--- src/rtl/fir_pkg.sv ---
// Shared types for the FIR sequencing controller: state encoding, datapath op codes,
// register-file indices and the decoded control bundle.
package fir_pkg;

    typedef enum logic [4:0] {
        IDLE, LOAD_C0, LOAD_C1, LOAD_C2, LOAD_C3, CLR_LC,
        STORE, ZERO, SORT1, SORT2, SORT3, SORT4,
        MUL1, ADD1, MUL2, SUB2, MUL3, ADD3, MUL4, SUB4,
        DONE, ABORT, EIDLE
    } state_t;

    typedef enum logic [2:0] {
        OP_NOP   = 3'd0,
        OP_COPY  = 3'd1,
        OP_LOAD1 = 3'd2,
        OP_LOAD2 = 3'd3,
        OP_ADD   = 3'd4,
        OP_SUB   = 3'd5,
        OP_MUL   = 3'd6
    } op_t;

    localparam logic [3:0] R0  = 4'd0;
    localparam logic [3:0] R1  = 4'd1;
    localparam logic [3:0] R2  = 4'd2;
    localparam logic [3:0] R3  = 4'd3;
    localparam logic [3:0] R4  = 4'd4;
    localparam logic [3:0] R5  = 4'd5;
    localparam logic [3:0] R6  = 4'd6;
    localparam logic [3:0] R7  = 4'd7;
    localparam logic [3:0] R8  = 4'd8;
    localparam logic [3:0] R9  = 4'd9;
    localparam logic [3:0] R10 = 4'd10;

    typedef struct packed {
        op_t        op;
        logic [3:0] src1;
        logic [3:0] src2;
        logic [3:0] dest;
        logic [1:0] coefficient_num;
        logic       modwait;
        logic       err;
        logic       processed;
        logic       clear_new_coefficient;
        logic       cnt_up;
    } ctrl_t;

endpackage

--- src/rtl/fir_ctrl_decode.sv ---
// Combinational Moore decode of controller state into datapath/handshake controls.
// Zero latency; no flow control of its own.
module fir_ctrl_decode
    import fir_pkg::*;
(
    input  state_t state,
    output ctrl_t  ctrl
);

    function automatic ctrl_t alu(input op_t o, input logic [3:0] s1,
                                  input logic [3:0] s2, input logic [3:0] d);
        ctrl_t c;
        c      = '0;
        c.op   = o;
        c.src1 = s1;
        c.src2 = s2;
        c.dest = d;
        return c;
    endfunction

    always_comb begin
        ctrl = '0;
        case (state)
            LOAD_C0: begin ctrl = alu(OP_LOAD2, R0, R0, R6); ctrl.coefficient_num = 2'd0; end
            LOAD_C1: begin ctrl = alu(OP_LOAD2, R0, R0, R7); ctrl.coefficient_num = 2'd1; end
            LOAD_C2: begin ctrl = alu(OP_LOAD2, R0, R0, R8); ctrl.coefficient_num = 2'd2; end
            LOAD_C3: begin ctrl = alu(OP_LOAD2, R0, R0, R9); ctrl.coefficient_num = 2'd3; end
            CLR_LC:  ctrl.clear_new_coefficient = 1'b1;
            STORE:   ctrl = alu(OP_LOAD1, R0, R0, R5);
            ZERO:    begin ctrl = alu(OP_SUB, R0, R0, R0); ctrl.cnt_up = 1'b1; end
            // Shift the sample history oldest-first so nothing is overwritten early.
            SORT1:   ctrl = alu(OP_COPY, R3, R0, R4);
            SORT2:   ctrl = alu(OP_COPY, R2, R0, R3);
            SORT3:   ctrl = alu(OP_COPY, R1, R0, R2);
            SORT4:   ctrl = alu(OP_COPY, R5, R0, R1);
            MUL1:    ctrl = alu(OP_MUL, R1, R6, R10);
            ADD1:    ctrl = alu(OP_ADD, R0, R10, R0);
            MUL2:    ctrl = alu(OP_MUL, R2, R7, R10);
            SUB2:    ctrl = alu(OP_SUB, R0, R10, R0);
            MUL3:    ctrl = alu(OP_MUL, R3, R8, R10);
            ADD3:    ctrl = alu(OP_ADD, R0, R10, R0);
            MUL4:    ctrl = alu(OP_MUL, R4, R9, R10);
            SUB4:    ctrl = alu(OP_SUB, R0, R10, R0);
            DONE:    ctrl.processed = 1'b1;
            ABORT:   begin ctrl.processed = 1'b1; ctrl.err = 1'b1; end
            EIDLE:   ctrl.err = 1'b1;
            default: ;
        endcase
        ctrl.modwait = !(state inside {IDLE, EIDLE, DONE, ABORT});
    end

endmodule

--- src/rtl/fir_controller.sv ---
// FIR sequencing controller: coefficient load (5 busy cycles) and 4-tap sample pass
// (processed 15 cycles after dr is seen in IDLE); overflow aborts the pass into an error idle.
module fir_controller
    import fir_pkg::*;
(
    input  logic       clk,
    input  logic       n_rst,
    input  logic       dr,
    input  logic       lc,
    input  logic       overflow,
    output logic       modwait,
    output logic       err,
    output logic       processed,
    output logic       clear_new_coefficient,
    output logic [1:0] coefficient_num,
    output logic       cnt_up,
    output logic [2:0] op,
    output logic [3:0] src1,
    output logic [3:0] src2,
    output logic [3:0] dest
);

    state_t state;
    ctrl_t  ctrl;

    always_ff @(posedge clk or negedge n_rst) begin
        if (!n_rst) begin
            state <= IDLE;
        end else begin
            case (state)
                IDLE:    if (lc) state <= LOAD_C0; else if (dr) state <= STORE;
                LOAD_C0: state <= LOAD_C1;
                LOAD_C1: state <= LOAD_C2;
                LOAD_C2: state <= LOAD_C3;
                LOAD_C3: state <= CLR_LC;
                CLR_LC:  state <= IDLE;
                STORE:   state <= dr ? ZERO : EIDLE;
                ZERO:    state <= SORT1;
                SORT1:   state <= SORT2;
                SORT2:   state <= SORT3;
                SORT3:   state <= SORT4;
                SORT4:   state <= MUL1;
                MUL1:    state <= ADD1;
                // Overflow only matters on the accumulate steps; MULs never abort.
                ADD1:    state <= overflow ? ABORT : MUL2;
                MUL2:    state <= SUB2;
                SUB2:    state <= overflow ? ABORT : MUL3;
                MUL3:    state <= ADD3;
                ADD3:    state <= overflow ? ABORT : MUL4;
                MUL4:    state <= SUB4;
                SUB4:    state <= overflow ? ABORT : DONE;
                DONE:    state <= IDLE;
                ABORT:   state <= EIDLE;
                EIDLE:   if (dr) state <= STORE;
                default: state <= IDLE;
            endcase
        end
    end

    fir_ctrl_decode u_decode (
        .state (state),
        .ctrl  (ctrl)
    );

    assign op                    = ctrl.op;
    assign src1                  = ctrl.src1;
    assign src2                  = ctrl.src2;
    assign dest                  = ctrl.dest;
    assign coefficient_num       = ctrl.coefficient_num;
    assign modwait               = ctrl.modwait;
    assign err                   = ctrl.err;
    assign processed             = ctrl.processed;
    assign clear_new_coefficient = ctrl.clear_new_coefficient;
    assign cnt_up                = ctrl.cnt_up;

endmodule

--- config.mk ---
export PLATFORM = sky130hd
export DESIGN_NAME = fir_controller
export DESIGN_NICKNAME = d
export VERILOG_FILES = /design/src/rtl/fir_pkg.sv /design/src/rtl/fir_ctrl_decode.sv /design/src/rtl/fir_controller.sv
export SDC_FILE = /design/constraint.sdc
export NUM_CORES = 1
export LEC_CHECK = 0
export BUFFER_PORTS_ARGS = -buffer_cell sky130_fd_sc_hd__buf_4
export CORE_MARGIN = 1.5
export CORE_UTILIZATION = 53
export CTS_CLUSTER_DIAMETER = 150
export CTS_CLUSTER_SIZE = 8
export DETAILED_ROUTE_END_ITERATION = 12
export MAX_ROUTING_LAYER = met4
export PLACE_DENSITY = 0.8
export RECOVER_POWER = 100
export SYNTH_ARGS = -nofsm -noshare
export SYNTH_HDL_FRONTEND = slang
export SYNTH_SLANG_ARGS = --single-unit
--- constraint.sdc ---
create_clock -name clk -period 3.26 [get_ports clk]
set_input_delay 0.326 -clock clk [delete_from_list [all_inputs] [get_ports clk]]
set_output_delay 0.326 -clock clk [all_outputs]
set_load 0.005 [all_outputs]
==> results of run 1 <==
==> routing by layer <==
| metal | track usage, % | wire length [um] | up-vias |
|---|---|---|---|
| met4 | 1.935 | 0 | 0 |
| met5 | - | 0 | - |
| met1 | 31.47 | 837 | 433 |
| li1 | - | - | 456 |
| met2 | 37.19 | 981 | 44 |
| met3 | 5.217 | 155 | 0 |
==> power breakdown <==
group,internal (W),switching (W)
logic,0.000367,0.000304
clock network,0.0000463,0.0000255
registers,0.0000873,0.000190
==> stage by stage <==
stage	power, W	area (um2)
6_report	0.001020	919.6
5_1_grt	0.001113	919.6
4_1_cts	0.001030	923.4
3_5_place_dp	0.0009518	887.1
3_3_place_gp	0.0009444	887.1
2_1_floorplan	0.0007342	782.0
==> cell type report <==
cell class	instances	area [um2]	area share, %
multi-input cells	90	536.8	58.37
repair buffers	26	193.9	21.09
flip-flops and latches	5	125.1	13.61
clock buffers	4	26.28	2.857
inverters	5	18.77	2.041
well taps	15	18.77	2.041
==> path summary, 6_finish.rpt <==
check | end | slack, ns | depth (start not counted)
min in group clk | state[4] | 0.53 | 4
setup / recovery | op[0] | 0.88 | 5
hold / removal | state[3] | 0.47 | 2
hold reg to reg | state[3] | 0.95 | 1
max in group asynchronous | state[1] | 2.58 | 2
setup reg to reg | state[0] | 1.39 | 4
==> cell families (layout without fill, tap and decap cells) <==
| group | after synthesis | in the layout |
|---|---|---|
| flip-flops | 5 | 5 |
| AND/OR/NAND/NOR | 39 | 39 |
| other | 1 | 1 |
| AO/OA/AOI/OAI | 47 | 47 |
| XOR/XNOR | 3 | 3 |
| buffers and inverters | 22 | 35 |
==> cell usage after synthesis, types with 2 or more instances <==
library cell  number  share of area [%]
a22oi_1            2                1.9
o32ai_1            3                3.4
nor2_1            12                5.8
dfrtp_1            5                 16
nand3b_1           2                1.9
a31oi_1            5                4.0
inv_1              5                2.4
o21ai_0            9                5.8
nor3_1             3                1.9
o31ai_1            2                1.9
buf_4              4                3.8
o22ai_1            3                2.4
o21a_1             2                1.9
nor4_1             6                4.8
nand2b_1           2                1.6
o211ai_1           2                1.9
or2_2              3                2.4
nor2b_1            2                1.6
buf_2             12                7.7
nand2_1            6                2.9
a21oi_1           11                7.0
xnor2_1            3                3.4
==> worst max-delay path: stages (launching register included) <==
cell      delay (ns)
dfrtp_1         0.88
inv_1           0.31
o21ai_0         0.24
o21a_1          0.14
o22ai_1         0.07
clkbuf_4        0.17
==> repair_timing <==
action	CTS	global route
hold endpoints to repair	5	0
setup buffers	0	0
hold buffers	1	0
==> metrics, run 1 <==
status complete, no violations; synthesized netlist net count 122; HP Class input pin to asynchronous set/reset pin; fill cell total of the finished layout 119; normalized max-slew margin 44.12%; floorplan die area 1715 um2; RSZ-0062 raised after global routing no; Port Buffer Count 25; TritonCTS clock tree built; arrival time of data at the critical path endpoint 2.05 ns; Initial DRC Count 58; Worst-path clk slew 0.04 ns; final hold slack 0.4679 ns; biggest regs state x5; origin of the critical flop-to-flop path state[4]; diode insertion count for antenna repair 0; commonest non-fill, non-tap cells in the layout 14 x buf_4, 13 x clkbuf_4, 12 x nor2_1; final setup fails 0; fraction of final layout cells with drive strength greater than 1 23.85%; sink count of the clock tree 5; Resize count post-CTS 0; maximum level of the CTS H-tree 1; die width 41.41 um; total DRC errors in the routed layout 0; Congestion Overflow GR 0; most frequent standard cell in the layout excluding fill and tap cells buf_4; arithmetic-cell share of the synthesized area counting full adders, half adders and majority gates 0%; Clock Skews 0.002867 ns; kind of end point of the critical path primary output; Max Cap Viol 0; IR drop worst, VDD 0.8300 mV; count of synthesis-stage warnings from yosys 0; max reg flops 5; area share of xor/xnor cells in the synthesized design 3.360%; CTS max path bufs 2; average routed wire per standard cell 13.62 um; Routed WL 1975 um; number of antenna violations at the first check in global routing 0; part of the Yosys area used for sequential elements 16.00%; Top FF cell, synth dfrtp_1; mean instance size in the synthesized netlist 6.684 um2; Antenna Nets Post-Route 0; DR vias/cell 6.434; actual slew at the worst max-slew pin 0.8383 ns; overall track demand over capacity in global routing 23.33%; Vias 933; Die Span Y 41.41 um; Cells after Synth 117; area of the mapped netlist 782.0 um2; setup slack at placement 1.183 ns; number of search-and-repair iterations in the first detailed-routing pass 5; biggest fanout along the worst timing path 29; number of rows created at floorplan 13; final hold violations 0; count of flip-flops with a built-in enable after synthesis 0; final weighted congestion of routability-driven global placement 0.8380; number of global-route vias before repair 706; simple-gate share of the synthesized area 25.44%; root buffer selected by CTS clkbuf_4; max-slew violation count 0; clock buffer count from CTS 3; number of placed cells counting well taps 140; final setup margin 0.8796 ns; maximum achievable frequency 420.1 MHz; largest family of logic cells by synthesized area compound AO/OA/AOI/OAI gates; global-route wire length before repair 3194 um; Most flops, register state; number of synthesized register bits 5; final critical-path share of the clock period 73.02%; area added between synthesis and finish 17.60%; effective utilization at floorplan 58.63%; worst setup path category flop to primary output; count of non-filler cells in the finished layout 145; aggregate negative setup slack 0 ns; half-perimeter wire length after detailed placement 1305 um; number of distinct library cell variants in the gate-level netlist after synthesis 35; final net count 136; source-to-sink clock delay at the later pin of the worst-skew pair 0.24 ns; element type at the critical path start flop; Async S/R FF share, synth 100.0%; mux share of post-synthesis cell area 0%; power density cells 1109 nW/um2; final core area utilization 68.95%; Std-Cell Core Area 1334 um2; Setup crit start state[2]; final worst path period need 2.380 ns; Leak Pwr 0.3775 nW; complex-gate fraction of the synthesized area 39.36%; count of boundary I/O pins 27; largest net degree at the start of global routing 30; critical path data required time 2.93 ns
(Power assumes the default switching activity.)
==> run 2: changes to the inputs <==
--- a/config.mk
+++ b/config.mk
@@ -7,12 +7,12 @@
 export LEC_CHECK = 0
 export BUFFER_PORTS_ARGS = -buffer_cell sky130_fd_sc_hd__buf_4
 export CORE_MARGIN = 1.5
-export CORE_UTILIZATION = 53
+export CORE_UTILIZATION = 49
 export CTS_CLUSTER_DIAMETER = 150
 export CTS_CLUSTER_SIZE = 8
 export DETAILED_ROUTE_END_ITERATION = 12
 export MAX_ROUTING_LAYER = met4
-export PLACE_DENSITY = 0.8
+export PLACE_DENSITY = 0.74
 export RECOVER_POWER = 100
 export SYNTH_ARGS = -nofsm -noshare
 export SYNTH_HDL_FRONTEND = slang
==> constraint.sdc (replaced) <==
create_clock -name clk -period 2.4 [get_ports clk]
set_input_delay 0.24 -clock clk [delete_from_list [all_inputs] [get_ports clk]]
set_output_delay 0.24 -clock clk [all_outputs]
set_load 0.005 [all_outputs]
==> run 2 against run 1 <==
  * Combinational power is 54% higher
  * Sequential power is 11% higher
  * Register-to-register slack worse by 0.86 ns
  * Die area is 7.6% higher
  * Core utilization is 6.1 points lower
  * Final cell count is 4.1% higher
  * Sequential cell count stayed put
  * Via count is 0.64% lower
  * Sequential share of layout area is 0.40 points lower
  * Clock power is 41% higher
  * First-iteration DRC count is 40% lower
  * Worst setup slack worse by 0.66 ns
  * Critical endpoint is now modwait
==> metrics, run 2 (synthesis gave the netlist of run 1 again) <==
status complete, no violations; largest stage delay on the critical path 0.57 ns; FF/Latch Area 125.1 um2; Worst-path clk slew 0.05 ns; arrival time of data at the critical path endpoint 1.94 ns; effective utilization at floorplan 51.91%; global-route wire length before repair 3677 um; floorplan die area 1845 um2; die width 42.95 um; max-slew violation count 0; Port Buffer Count 25; most frequent standard cell in the layout excluding fill and tap cells buf_4; power density cells 1518 nW/um2; root buffer selected by CTS clkbuf_4; normalized max-slew margin 49.40%; actual slew at the worst max-slew pin 0.7590 ns; total DRC errors in the routed layout 0; diode insertion count for antenna repair 0; Most flops, register state; number of search-and-repair iterations in the first detailed-routing pass 4; max reg flops 5; Resize count post-CTS 0; final setup margin 0.2197 ns; sink count of the clock tree 5; RSZ-0062 raised after global routing no; post-cts hold buffer count 1; overall track demand over capacity in global routing 25.90%; TritonCTS clock tree built; Max Cap Viol 0; DR vias/cell 6.139; final setup fails 0; source-to-sink clock delay at the later pin of the worst-skew pair 0.25 ns; Vias 927; Std-Cell Core Area 1506 um2; Worst path top cell family by delay simple AND/OR/NAND/NOR gates; maximum achievable frequency 458.7 MHz; Leak Pwr 0.3915 nW; fill cell total of the finished layout 140; element type at the critical path start flop; slowest stage cell, crit path dfrtp_1; kind of end point of the critical path primary output; count of boundary I/O pins 27; Congestion Overflow GR 0; maximum level of the CTS H-tree 1; total chip power 0.001438 W; Initial DRC Count 35; area added between synthesis and finish 21.12%; number of rows created at floorplan 14; post-placement cell area 925.9 um2; half-perimeter wire length after detailed placement 1467 um; final weighted congestion of routability-driven global placement 0.8493; aggregate negative setup slack 0 ns; worst path cell trace clkbuf_1 -> nor4_1 -> a31oi_1 -> or2_2 -> clkbuf_4; fraction of final layout cells with drive strength greater than 1 24.44%; Routed WL 2090 um; number of global-route vias before repair 838; final critical-path share of the clock period 90.84%; average routed wire per standard cell 13.84 um; worst setup path category flop to primary output; setup slack at placement 0.5327 ns; critical path data required time 2.16 ns; commonest non-fill, non-tap cells in the layout 17 x buf_4, 12 x nor2_1, 12 x clkbuf_4; Clock Skews 0.005533 ns; final worst path period need 2.180 ns; number of antenna violations at the first check in global routing 0; largest net degree at the start of global routing 28; final hold violations 0; HP Class input pin to asynchronous set/reset pin; Antenna Nets Post-Route 0; CP Buf/Inv Count 2; biggest regs state x5; IR drop worst, VDD 0.8783 mV; Die Span Y 42.95 um; biggest fanout along the worst timing path 19; area occupied by multi-input gates 536.8 um2; final instance area 947.2 um2; post-CTS repair timing setup buffer count 0; CTS max path bufs 2; final net count 141; clock buffer count from CTS 3
[run 2: final timing paths]
kind                       startpoint  slack, ns  depth (start not counted)        to
setup / recovery             state[2]       0.22                          5   modwait
hold / removal                  n_rst       0.37                          2  state[3]
max in group asynchronous       n_rst       1.82                          2  state[0]
hold reg to reg              state[2]       0.87                          3  state[0]
min in group clk             overflow       0.44                          4  state[0]
setup reg to reg             state[1]       0.53                          5  state[2]
[run 2: per-stage QoR]
stage	util, %	cells	hold slack (ns)
6_report	62.87	151	0.3659
5_1_grt	62.87	151	0.4178
4_1_cts	63.87	151	0.3305
3_5_place_dp	61.46	146	0.04384
3_3_place_gp	61.46	146	0.04174
2_1_floorplan	-	117	-0.05559
[run 2: report_power, final]
part | switching (W) | total, W | internal [W]
combinational | 0.000505 | 0.00103 | 0.000524
sequential | 0.000187 | 0.000308 | 0.000120
clock | 0.0000379 | 0.000101 | 0.0000631
total | 0.000730 | 0.00144 | 0.000708
[run 2: area by class of cell]
class | instances | share of cell area (%)
multi-input cells | 90 | 56.67
repair buffers | 31 | 23.25
flip-flops and latches | 5 | 13.21
clock buffers | 4 | 2.774
well taps | 16 | 2.114
inverters | 5 | 1.982
[run 2: per-layer routing]
| layer | vias up | part of all wire, % | routed length (um) | GRT usage [%] |
|---|---|---|---|---|
| met4 | 0 | 1.3 | 27 | 9.697 |
| li1 | 467 | - | - | - |
| met2 | 39 | 46 | 968 | 41.52 |
| met3 | 4 | 8.1 | 169 | 1.277 |
| met1 | 417 | 44 | 923 | 34.46 |
| met5 | - | 0 | 0 | - |
==> run 3: changes to the inputs <==
--- a/config.mk
+++ b/config.mk
@@ -5,9 +5,10 @@
 export SDC_FILE = /design/constraint.sdc
 export NUM_CORES = 1
 export LEC_CHECK = 0
+export ABC_AREA = 1
 export BUFFER_PORTS_ARGS = -buffer_cell sky130_fd_sc_hd__buf_4
 export CORE_MARGIN = 1.5
-export CORE_UTILIZATION = 49
+export CORE_UTILIZATION = 48
 export CTS_CLUSTER_DIAMETER = 150
 export CTS_CLUSTER_SIZE = 8
 export DETAILED_ROUTE_END_ITERATION = 12
==> run 3 against run 2 <==
  * Highest routed layer unchanged
  * Non-clock buffer count fell by 5
  * Area after synthesis fell by 4.0%
  * Critical endpoint is now op[0]
  * Clock power barely moved
  * Largest power group unchanged
==> metrics, run 3 <==
fraction of final layout cells with drive strength greater than 1 20.00%; final weighted congestion of routability-driven global placement 1.018; clock buffer count from CTS 3; IR drop worst, VDD 0.7063 mV; count of synthesis-stage warnings from yosys 0; Most flops, register state; half-perimeter wire length after detailed placement 1959 um; final net count 176; global-route wire length before repair 4153 um; number of antenna violations at the first check in global routing 0; number of rows created at floorplan 14; RSZ-0062 raised after global routing no; final critical-path share of the clock period 87.81%; biggest regs state x5; maximum level of the CTS H-tree 1; element type at the critical path start flop; biggest fanout along the worst timing path 11; most instantiated library cell after synthesis nand2_1; CTS max path bufs 2; total DRC errors in the routed layout 0; area of the mapped netlist 750.7 um2; status complete, no violations; Switching Fraction 52.96%; Max Cap Viol 0; number of synthesized register bits 5; synthesized netlist net count 148; critical path data required time 2.16 ns; source-to-sink clock delay at the later pin of the worst-skew pair 0.25 ns; share of total power in the clock network 8.6%; Initial DRC Count 71; number of distinct library cell variants in the gate-level netlist after synthesis 21; number of cells traversed by the worst register-to-register path 7; worst setup path category flop to primary output; final hold violations 0; TritonCTS clock tree built; die width 42.55 um; ranking of synthesized cells by instance count 40 x nand2_1, 26 x nor2_1, 20 x nand3_1; cell depth of the worst min-delay path 5; aggregate negative setup slack 0 ns; average routed wire per standard cell 13.17 um; max-slew violation count 0; Routed WL 2450 um; most frequent standard cell in the layout excluding fill and tap cells nand2_1; fraction of post-synthesis cell area in the top cell type by area 20.00%; Clock Skews 0.01234 ns; overall track demand over capacity in global routing 31.11%; final worst path period need 2.107 ns; effective utilization at floorplan 50.42%; max reg flops 5; root buffer selected by CTS clkbuf_4; number of search-and-repair iterations in the first detailed-routing pass 4; M1 WL 1022 um; Cells after Synth 143; HP Class input pin to flop; sink count of the clock tree 5; part of the Yosys area used for sequential elements 16.67%; mean instance size in the synthesized netlist 5.250 um2; area added between synthesis and finish 28.17%; Worst-path clk slew 0.05 ns; library cell with the largest summed area after synthesis nand2_1; floorplan die area 1810 um2; Antenna Nets Post-Route 0; count of boundary I/O pins 27; proportion of power drawn by combinational gates 74.6%; routed wl met3 224 um; Congestion Overflow GR 0; met2 WL post-DR 1182 um; top routing layer used met4; final setup fails 0; Leak Pwr 0.6358 nW; Vias 1046; diode insertion count for antenna repair 0; Port Buffer Count 25; Async S/R FF share, synth 100.0%; arrival time of data at the critical path endpoint 1.87 ns; number of global-route vias before repair 896; Std-Cell Core Area 1489 um2; Die Span Y 42.55 um; internal power 0.0005635 W; DR vias/cell 5.624; largest net degree at the start of global routing 12; power density cells 1245 nW/um2; reported net switching power 0.0006345 W; Top FF cell, synth dfrtp_1; commonest non-fill, non-tap cells in the layout 41 x nand2_1, 27 x nor2_1, 21 x clkbuf_4; final core area utilization 64.62%; Seq pwr share 16.8%; count of flip-flops with a built-in enable after synthesis 0; maximum achievable frequency 474.5 MHz; kind of end point of the critical path primary output; Synth area leaders nand2_1 20%, dfrtp_1 17%, nand3_1 13%
==> run 3: metrics by stage <==
step / setup WS [ns] / hold slack [ns] / cell area (um2) / instances / power (W)
4_1_cts: 0.3182 / 0.3333 / 970.9 / 186 / 0.001220
2_1_floorplan: 1.049 / -0.05559 / 750.7 / 143 / 0.0007195
6_report: 0.2927 / 0.3620 / 962.2 / 186 / 0.001198
3_3_place_gp: 0.6198 / 0.04312 / 934.6 / 181 / 0.001105
3_5_place_dp: 0.5912 / 0.04676 / 934.6 / 181 / 0.001107
5_1_grt: 0.1374 / 0.3968 / 962.2 / 186 / 0.001320
==> run 3: worst max-delay path: stages, from the launching register on <==
cell,delay (ns)
dfrtp_1,0.63
inv_1,0.26
nand3_1,0.20
nand2_1,0.12
nor2_1,0.16
nand3_1,0.10
clkbuf_4,0.15
==> run 3: what timing repair did <==
action / in CTS / in global routing
hold endpoints to repair: 5 / 0
resized for setup: 0 / 0
buffers inserted: 0 / 0
hold buffers: 1 / 0
==> run 3: power groups by stage <==
stage	Clock (W)	Sequential [W]	Combinational, W
final	0.000103	0.000202	0.000893
after CTS	0.000104	0.000201	0.000915
after global routing	0.000113	0.000208	0.000998
after floorplan	0	0.000161	0.000559
after global placement	0	0.000201	0.000904
after detailed placement	0	0.000201	0.000906
==> run 3: path summary, 6_finish.rpt <==
path	from	to	slack (ns)
min in group asynchronous	n_rst	state[2]	0.37
worst max register to register	state[0]	state[1]	0.80
worst min-delay path	dr	state[0]	0.36
worst max-delay path	state[4]	op[0]	0.29
worst min register to register	state[3]	state[3]	0.78
max in group asynchronous	n_rst	state[3]	1.79
==> run 3: layer usage <==
layer	up-vias	global-route usage, %
met5	-	-
met3	4	7.759
li1	514	-
met2	70	47.08
met1	458	42.22
met4	0	6.250
==> run 3: cell type report <==
type                            count  area, um2
Clock buffer                        4      26.28
Multi-Input combinational cell    115      521.8
Inverter                           20      75.07
Tap cell                           16      20.02
Fill cell                         154      526.8
Sequential cell                     5      125.1
Timing Repair Buffer               26      193.9
==> run 3: cells by family (layout without fill, tap and decap cells) <==
logic type	Yosys count	in the layout	synth area share, %
compound gates	11	11	7.832
buf+inv	23	50	13.17
flops	5	5	16.67
other cells	1	1	0.4995
simple gates	103	103	61.83
